--- config.mk ---
export PLATFORM = sky130hd
export DESIGN_NAME = arith_result_framer_flat
export DESIGN_NICKNAME = d
export VERILOG_FILES = /design/src/rtl/arith_result_framer_if.sv /design/src/rtl/arith_result_framer.sv /design/src/flat_wrapper.sv
export SDC_FILE = /design/constraint.sdc
export NUM_CORES = 1
export LEC_CHECK = 0
export CELL_PAD_IN_SITES_DETAIL_PLACEMENT = 0
export CELL_PAD_IN_SITES_GLOBAL_PLACEMENT = 1
export CORE_MARGIN = 2
export CORE_UTILIZATION = 44
export DETAILED_ROUTE_END_ITERATION = 7
export PLACE_DENSITY_LB_ADDON = 0.15
export SETUP_SLACK_MARGIN = 0.3
export SLEW_MARGIN = 5
export SYNTH_ARGS = -nofsm -noshare
export SYNTH_HDL_FRONTEND = slang
export SYNTH_SLANG_ARGS = --single-unit
--- constraint.sdc ---
create_clock -name CLK -period 3 [get_ports CLK]
set_input_delay 0.9 -clock CLK [delete_from_list [all_inputs] [get_ports CLK]]
set_output_delay 0.9 -clock CLK [all_outputs]
set_load 0.005 [all_outputs]
--- src/rtl/arith_result_framer_if.sv ---
// Result-in / byte-out stream bundle for arith_result_framer; master drives results and TX_READY.
interface arith_result_framer_if #(
  parameter int IN_DATA_WIDTH = 32
);
  logic [IN_DATA_WIDTH-1:0] IN_DATA;
  logic                     IN_CARRY;
  logic                     IN_VALID;
  logic                     TX_READY;
  logic [7:0]               TX_DATA;
  logic                     TX_VALID;
  logic                     TX_LAST;

  modport master (
    output IN_DATA, IN_CARRY, IN_VALID, TX_READY,
    input  TX_DATA, TX_VALID, TX_LAST
  );

  modport slave (
    input  IN_DATA, IN_CARRY, IN_VALID, TX_READY,
    output TX_DATA, TX_VALID, TX_LAST
  );
endinterface

--- src/rtl/arith_result_framer.sv ---
// Buffers {carry,result} in a FIFO and emits header/result(MSB first)/carry byte frames; first byte 2 cycles after IN_VALID.
// TX stalls hold TX_DATA/TX_LAST; the input side has no backpressure, so results arriving while full are dropped and counted.
module arith_result_framer #(
  parameter int         IN_DATA_WIDTH = 32,
  parameter int         FIFO_DEPTH    = 4,
  parameter logic [7:0] HEADER_BYTE   = 8'hA5
) (
  input  logic                  CLK,
  input  logic                  RST,
  arith_result_framer_if.slave  bus,
  input  logic                  CLR_OVF,
  output logic                  BUSY,
  output logic                  OVERFLOW,
  output logic [7:0]            DROP_CNT
);
  localparam int NBYTES = IN_DATA_WIDTH / 8 + 2;
  localparam int FW     = 8 * NBYTES;
  localparam int AW     = $clog2(FIFO_DEPTH);
  localparam int IW     = $clog2(NBYTES);

  typedef enum logic {IDLE, SEND} state_t;

  state_t                 state_q, state_d;
  logic [IN_DATA_WIDTH:0] fifo_mem [FIFO_DEPTH];
  logic [AW:0]            wr_ptr, rd_ptr;
  logic [FW-1:0]          frame_sr;
  logic [IW-1:0]          byte_idx;
  logic                   fifo_empty, fifo_full, last_byte, tx_hs;
  logic                   push, pop, drop;
  logic [IN_DATA_WIDTH:0] head;

  assign fifo_empty = (wr_ptr == rd_ptr);
  assign fifo_full  = (wr_ptr[AW] != rd_ptr[AW]) && (wr_ptr[AW-1:0] == rd_ptr[AW-1:0]);
  assign head       = fifo_mem[rd_ptr[AW-1:0]];
  assign last_byte  = (byte_idx == IW'(NBYTES - 1));
  assign tx_hs      = bus.TX_VALID && bus.TX_READY;

  // A pop only ever comes from a non-empty FIFO, so there is no push-to-pop bypass.
  assign pop  = !fifo_empty && ((state_q == IDLE) || (tx_hs && last_byte));
  assign push = bus.IN_VALID && (!fifo_full || pop);
  assign drop = bus.IN_VALID && !push;

  always_ff @(posedge CLK) begin
    if (push) begin
      fifo_mem[wr_ptr[AW-1:0]] <= {bus.IN_CARRY, bus.IN_DATA};
    end
  end

  always_ff @(posedge CLK) begin
    if (RST) begin
      wr_ptr   <= '0;
      rd_ptr   <= '0;
      frame_sr <= '0;
      byte_idx <= '0;
    end else begin
      if (push) begin
        wr_ptr <= wr_ptr + (AW+1)'(1);
      end
      if (pop) begin
        rd_ptr   <= rd_ptr + (AW+1)'(1);
        frame_sr <= {HEADER_BYTE, head[IN_DATA_WIDTH-1:0], 7'b0, head[IN_DATA_WIDTH]};
        byte_idx <= '0;
      end else if (tx_hs) begin
        // Zero fill leaves TX_DATA at 0 once a frame has fully drained.
        frame_sr <= {frame_sr[FW-9:0], 8'h00};
        byte_idx <= byte_idx + IW'(1);
      end
    end
  end

  always_ff @(posedge CLK) begin
    if (RST) begin
      OVERFLOW <= 1'b0;
      DROP_CNT <= 8'd0;
    end else if (drop) begin
      OVERFLOW <= 1'b1;
      DROP_CNT <= CLR_OVF ? 8'd1 : ((DROP_CNT == 8'hFF) ? DROP_CNT : DROP_CNT + 8'd1);
    end else if (CLR_OVF) begin
      OVERFLOW <= 1'b0;
      DROP_CNT <= 8'd0;
    end
  end

  always_ff @(posedge CLK) begin
    if (RST) begin
      state_q <= IDLE;
    end else begin
      state_q <= state_d;
    end
  end

  always_comb begin
    state_d = state_q;
    case (state_q)
      IDLE:    if (!fifo_empty) state_d = SEND;
      SEND:    if (tx_hs && last_byte && fifo_empty) state_d = IDLE;
      default: state_d = IDLE;
    endcase
  end

  always_comb begin
    bus.TX_VALID = (state_q == SEND);
    bus.TX_LAST  = (state_q == SEND) && last_byte;
    bus.TX_DATA  = frame_sr[FW-1 -: 8];
    BUSY         = !fifo_empty || (state_q == SEND);
  end
endmodule

--- src/flat_wrapper.sv ---
// flat-port wrapper written by rule: the top's interface ports become plain ports
module arith_result_framer_flat 
#(
  parameter int         IN_DATA_WIDTH = 32,
  parameter int         FIFO_DEPTH    = 4,
  parameter logic [7:0] HEADER_BYTE   = 8'hA5
)
  (CLK, RST, CLR_OVF, BUSY, OVERFLOW, DROP_CNT, bus_IN_DATA, bus_IN_CARRY, bus_IN_VALID, bus_TX_READY, bus_TX_DATA, bus_TX_VALID, bus_TX_LAST);
  arith_result_framer_if #(.IN_DATA_WIDTH(IN_DATA_WIDTH)) bus_i ();
  input  logic CLK;
  input  logic RST;
  input  logic CLR_OVF;
  output logic BUSY;
  output logic OVERFLOW;
  output logic [7:0] DROP_CNT;
  input wire logic [$bits(bus_i.IN_DATA)-1:0] bus_IN_DATA;
  input wire logic [$bits(bus_i.IN_CARRY)-1:0] bus_IN_CARRY;
  input wire logic [$bits(bus_i.IN_VALID)-1:0] bus_IN_VALID;
  input wire logic [$bits(bus_i.TX_READY)-1:0] bus_TX_READY;
  output wire logic [$bits(bus_i.TX_DATA)-1:0] bus_TX_DATA;
  output wire logic [$bits(bus_i.TX_VALID)-1:0] bus_TX_VALID;
  output wire logic [$bits(bus_i.TX_LAST)-1:0] bus_TX_LAST;
  assign bus_i.IN_DATA = bus_IN_DATA;
  assign bus_i.IN_CARRY = bus_IN_CARRY;
  assign bus_i.IN_VALID = bus_IN_VALID;
  assign bus_i.TX_READY = bus_TX_READY;
  assign bus_TX_DATA = bus_i.TX_DATA;
  assign bus_TX_VALID = bus_i.TX_VALID;
  assign bus_TX_LAST = bus_i.TX_LAST;
  arith_result_framer #(.IN_DATA_WIDTH(IN_DATA_WIDTH), .FIFO_DEPTH(FIFO_DEPTH), .HEADER_BYTE(HEADER_BYTE)) u_core (.CLK(CLK), .RST(RST), .bus(bus_i), .CLR_OVF(CLR_OVF), .BUSY(BUSY), .OVERFLOW(OVERFLOW), .DROP_CNT(DROP_CNT));
endmodule
==> results.json <==
{
  "grt_overflow": 0,
  "multiInputGateArea_um2": 2190,
  "die_h_um": 136,
  "synth_seq_cells": 194,
  "cts.sinks": 194,
  "setup_viol": 0,
  "grt_max_degree": 45,
  "crit_path_max_fanout": 3,
  "root_buffer": "clkbuf_16",
  "firstDrtPassIters": 4,
  "dp_hpwl_um": 9450,
  "endpoint_kind": "primary output",
  "instances_no_fill": 819,
  "path_class": "reg -> out",
  "met1_usage_pct": 24.4,
  "async_reset_ff_share_pct": 0,
  "worstPathArrival_ns": 1.65,
  "drc": 0,
  "htree_levels": 4,
  "grt_pass1_vias": 4403,
  "ant_nets": 0,
  "syn_to_final_growth_pct": 19.9,
  "cts_hold_buf": 0,
  "skew_ns": 0.0121,
  "met3_usage_pct": 3.63,
  "synth_area_per_cell_um2": 14.6,
  "drt-vias-per-instance": 5.36,
  "final_max_slew_viol_count": 0,
  "cts_tree": "done",
  "dieWidth_um": 136,
  "maxSlewHeadroom_pct": 59.4,
  "design_area_um2": 9130,
  "antenna_found_initial": 0,
  "die_area_um2": 18400,
  "track_usage_pct": 17.4,
  "rows": 48,
  "vias": 4390,
  "io_buffers": 57,
  "drive_gt1_share_pct": 18.4,
  "period_needed_ns": 2.55,
  "whs_ns": 0.459,
  "clk_latency_ns": 0.42,
  "avgRoutedWirePerCell_um": 18.3,
  "grt_first_pass_wirelength_um": 23800,
  "seq_area_um2": 5210,
  "start_kind": "flop",
  "syn_inst": 522,
  "totalWireLength_um": 15000,
  "status": "complete, no violations",
  "fin_util_pct": 53.3,
  "fmax_ghz": 0.392,
  "final_net_count": 627,
  "grt.busiest_layer": "met2",
  "pin_count": 58,
  "power.leakage_nw": 2.96,
  "core_um2": 17100,
  "cts_buffers": 17,
  "ys_types": 46,
  "dpl_cell_area_um2": 8530,
  "yosysWarnings": 0,
  "syn-num-nets": 568,
  "syn-cell-area_um2": 7610,
  "place.gp.congestion": 0.757,
  "timing.final.crit_share_pct": 85.0,
  "grtUsageMet2_pct": 27.4,
  "start_util_pct": 44.5,
  "synth-main-ff-cell": "edfxtp_1",
  "maxCapViolations": 0,
  "power-per-cell-area_nw_per_um2": 791,
  "tightest_slew_ns": 0.609,
  "synth_enable_flop_cells": 132,
  "drt_iter0_drc": 192,
  "seq_area_frac_synth_pct": 68.4,
  "vdd_drop_max_uv": 504,
  "dp.cells": 784,
  "hold_viol_final": 0,
  "hold_class": "reg -> reg",
  "worstPathRequired_ns": 2.10,
  "clk_pin_slew_ns": 0.07,
  "cts_max_path_buffers": 2,
  "fillers": 1446,
  "grt_setup_unrepaired": "false",
  "setup_total_negative_slack_ns": 0,
  "antennaDiodeCount": 0
}
worst paths after layout:
| path | start | end | slack [ns] | depth (start not counted) |
|---|---|---|---|---|
| worst max register to register | u_core.wr_ptr[0] | u_core.fifo_mem[3][17] | 0.99 | 6 |
| worst min register to register | u_core.frame_sr[41] | u_core.frame_sr[41] | 0.46 | 2 |
| worst max-delay path | u_core.byte_idx[0] | bus_TX_LAST | 0.45 | 3 |
| worst min-delay path | u_core.frame_sr[41] | u_core.frame_sr[41] | 0.46 | 2 |
through the flow:
step | worst slack [ns] | power (mW)
after floorplan | 0.492 | 4.60
after global placement | 0.156 | 5.15
after detailed placement | 0.147 | 5.16
after CTS | 0.314 | 7.32
after global routing | 0.380 | 7.62
final | 0.451 | 7.22
critical path: stages (launching register included):
cell	delay, ns
dfxtp_1	0.38
ha_1	0.20
and3_1	0.16
clkdlybuf4s50_1	0.50
routing by layer:
layer / share of wire (%) / wire [um] / vias up
met1: 46 / 6960 / 2203
met5: 0 / 0 / -
met4: 0.77 / 115 / 0
met3: 3.5 / 522 / 6
met2: 49 / 7380 / 84
li1: - / - / 2097
Yosys cell counts (9+ instances only):
cell type	number	area, um^2
a21oi_1	20	100
dfxtp_1	62	1240
buf_4	9	67.6
clkbuf_1	15	56.3
mux4_2	33	743
nand3_1	14	70.1
a311oi_1	25	219
edfxtp_1	132	3960
nand2_1	84	315
nor2_1	35	131
buf_2	13	65.1
sequential cells by signal, indices dropped and copies added (netlist names), named ones only:
name	flops
u_core.fifo_mem	132
u_core.frame_sr	41
u_core.DROP_CNT	8
u_core.byte_idx	3
u_core.rd_ptr	3
u_core.wr_ptr	3
u_core.OVERFLOW	1
u_core.bus.TX_VALID	1
cell usage in the layout, fill, tap and decap left out, types with 8 or more instances in the layout:
cell type / n
nand2_1: 84
nor2_1: 35
dfxtp_1: 56
clkbuf_16: 17
edfxtp_1: 132
mux4_2: 33
inv_1: 8
buf_12: 9
nand3_1: 14
ha_1: 8
buf_4: 14
clkdlybuf4s50_1: 55
a311oi_1: 25
a21oi_1: 20
final cells by class:
cell class / instances / share of cell area [%]
clock inverters: 15 / 1.44
well taps: 225 / 3.08
clock buffers: 17 / 4.66
inverters: 8 / 0.329
flip-flops and latches: 194 / 57.1
repair buffers: 80 / 9.35
multi-input cells: 280 / 24.0
repair_timing:
action                     4_1_cts  5_1_grt
gates cloned                     0        0
setup buffers                    3        0
gates resized for setup          1        6
pin swaps                        3        0
setup endpoints to repair        1        1
report_power, final:
| group | switching, mW | internal [mW] | total (mW) | leakage [nW] |
|---|---|---|---|---|
| clock | 0.965 | 1.15 | 2.11 | 0.266 |
| sequential | 0.233 | 3.23 | 3.46 | 1.72 |
| combinational | 0.859 | 0.788 | 1.65 | 0.974 |
logic make-up (layout without fill, tap and decap cells):
logic type,after synthesis,after routing,share of synthesized area (%)
flip-flops,194,194,68.4
AND/OR/NAND/NOR,157,157,9.00
AO/OA/AOI/OAI,74,74,7.30
buffers and inverters,48,120,3.02
multiplexers,34,34,9.91
adder cells (fa/ha/maj),8,8,1.31
XOR/XNOR,7,7,1.10
(Power assumes the default switching activity.)
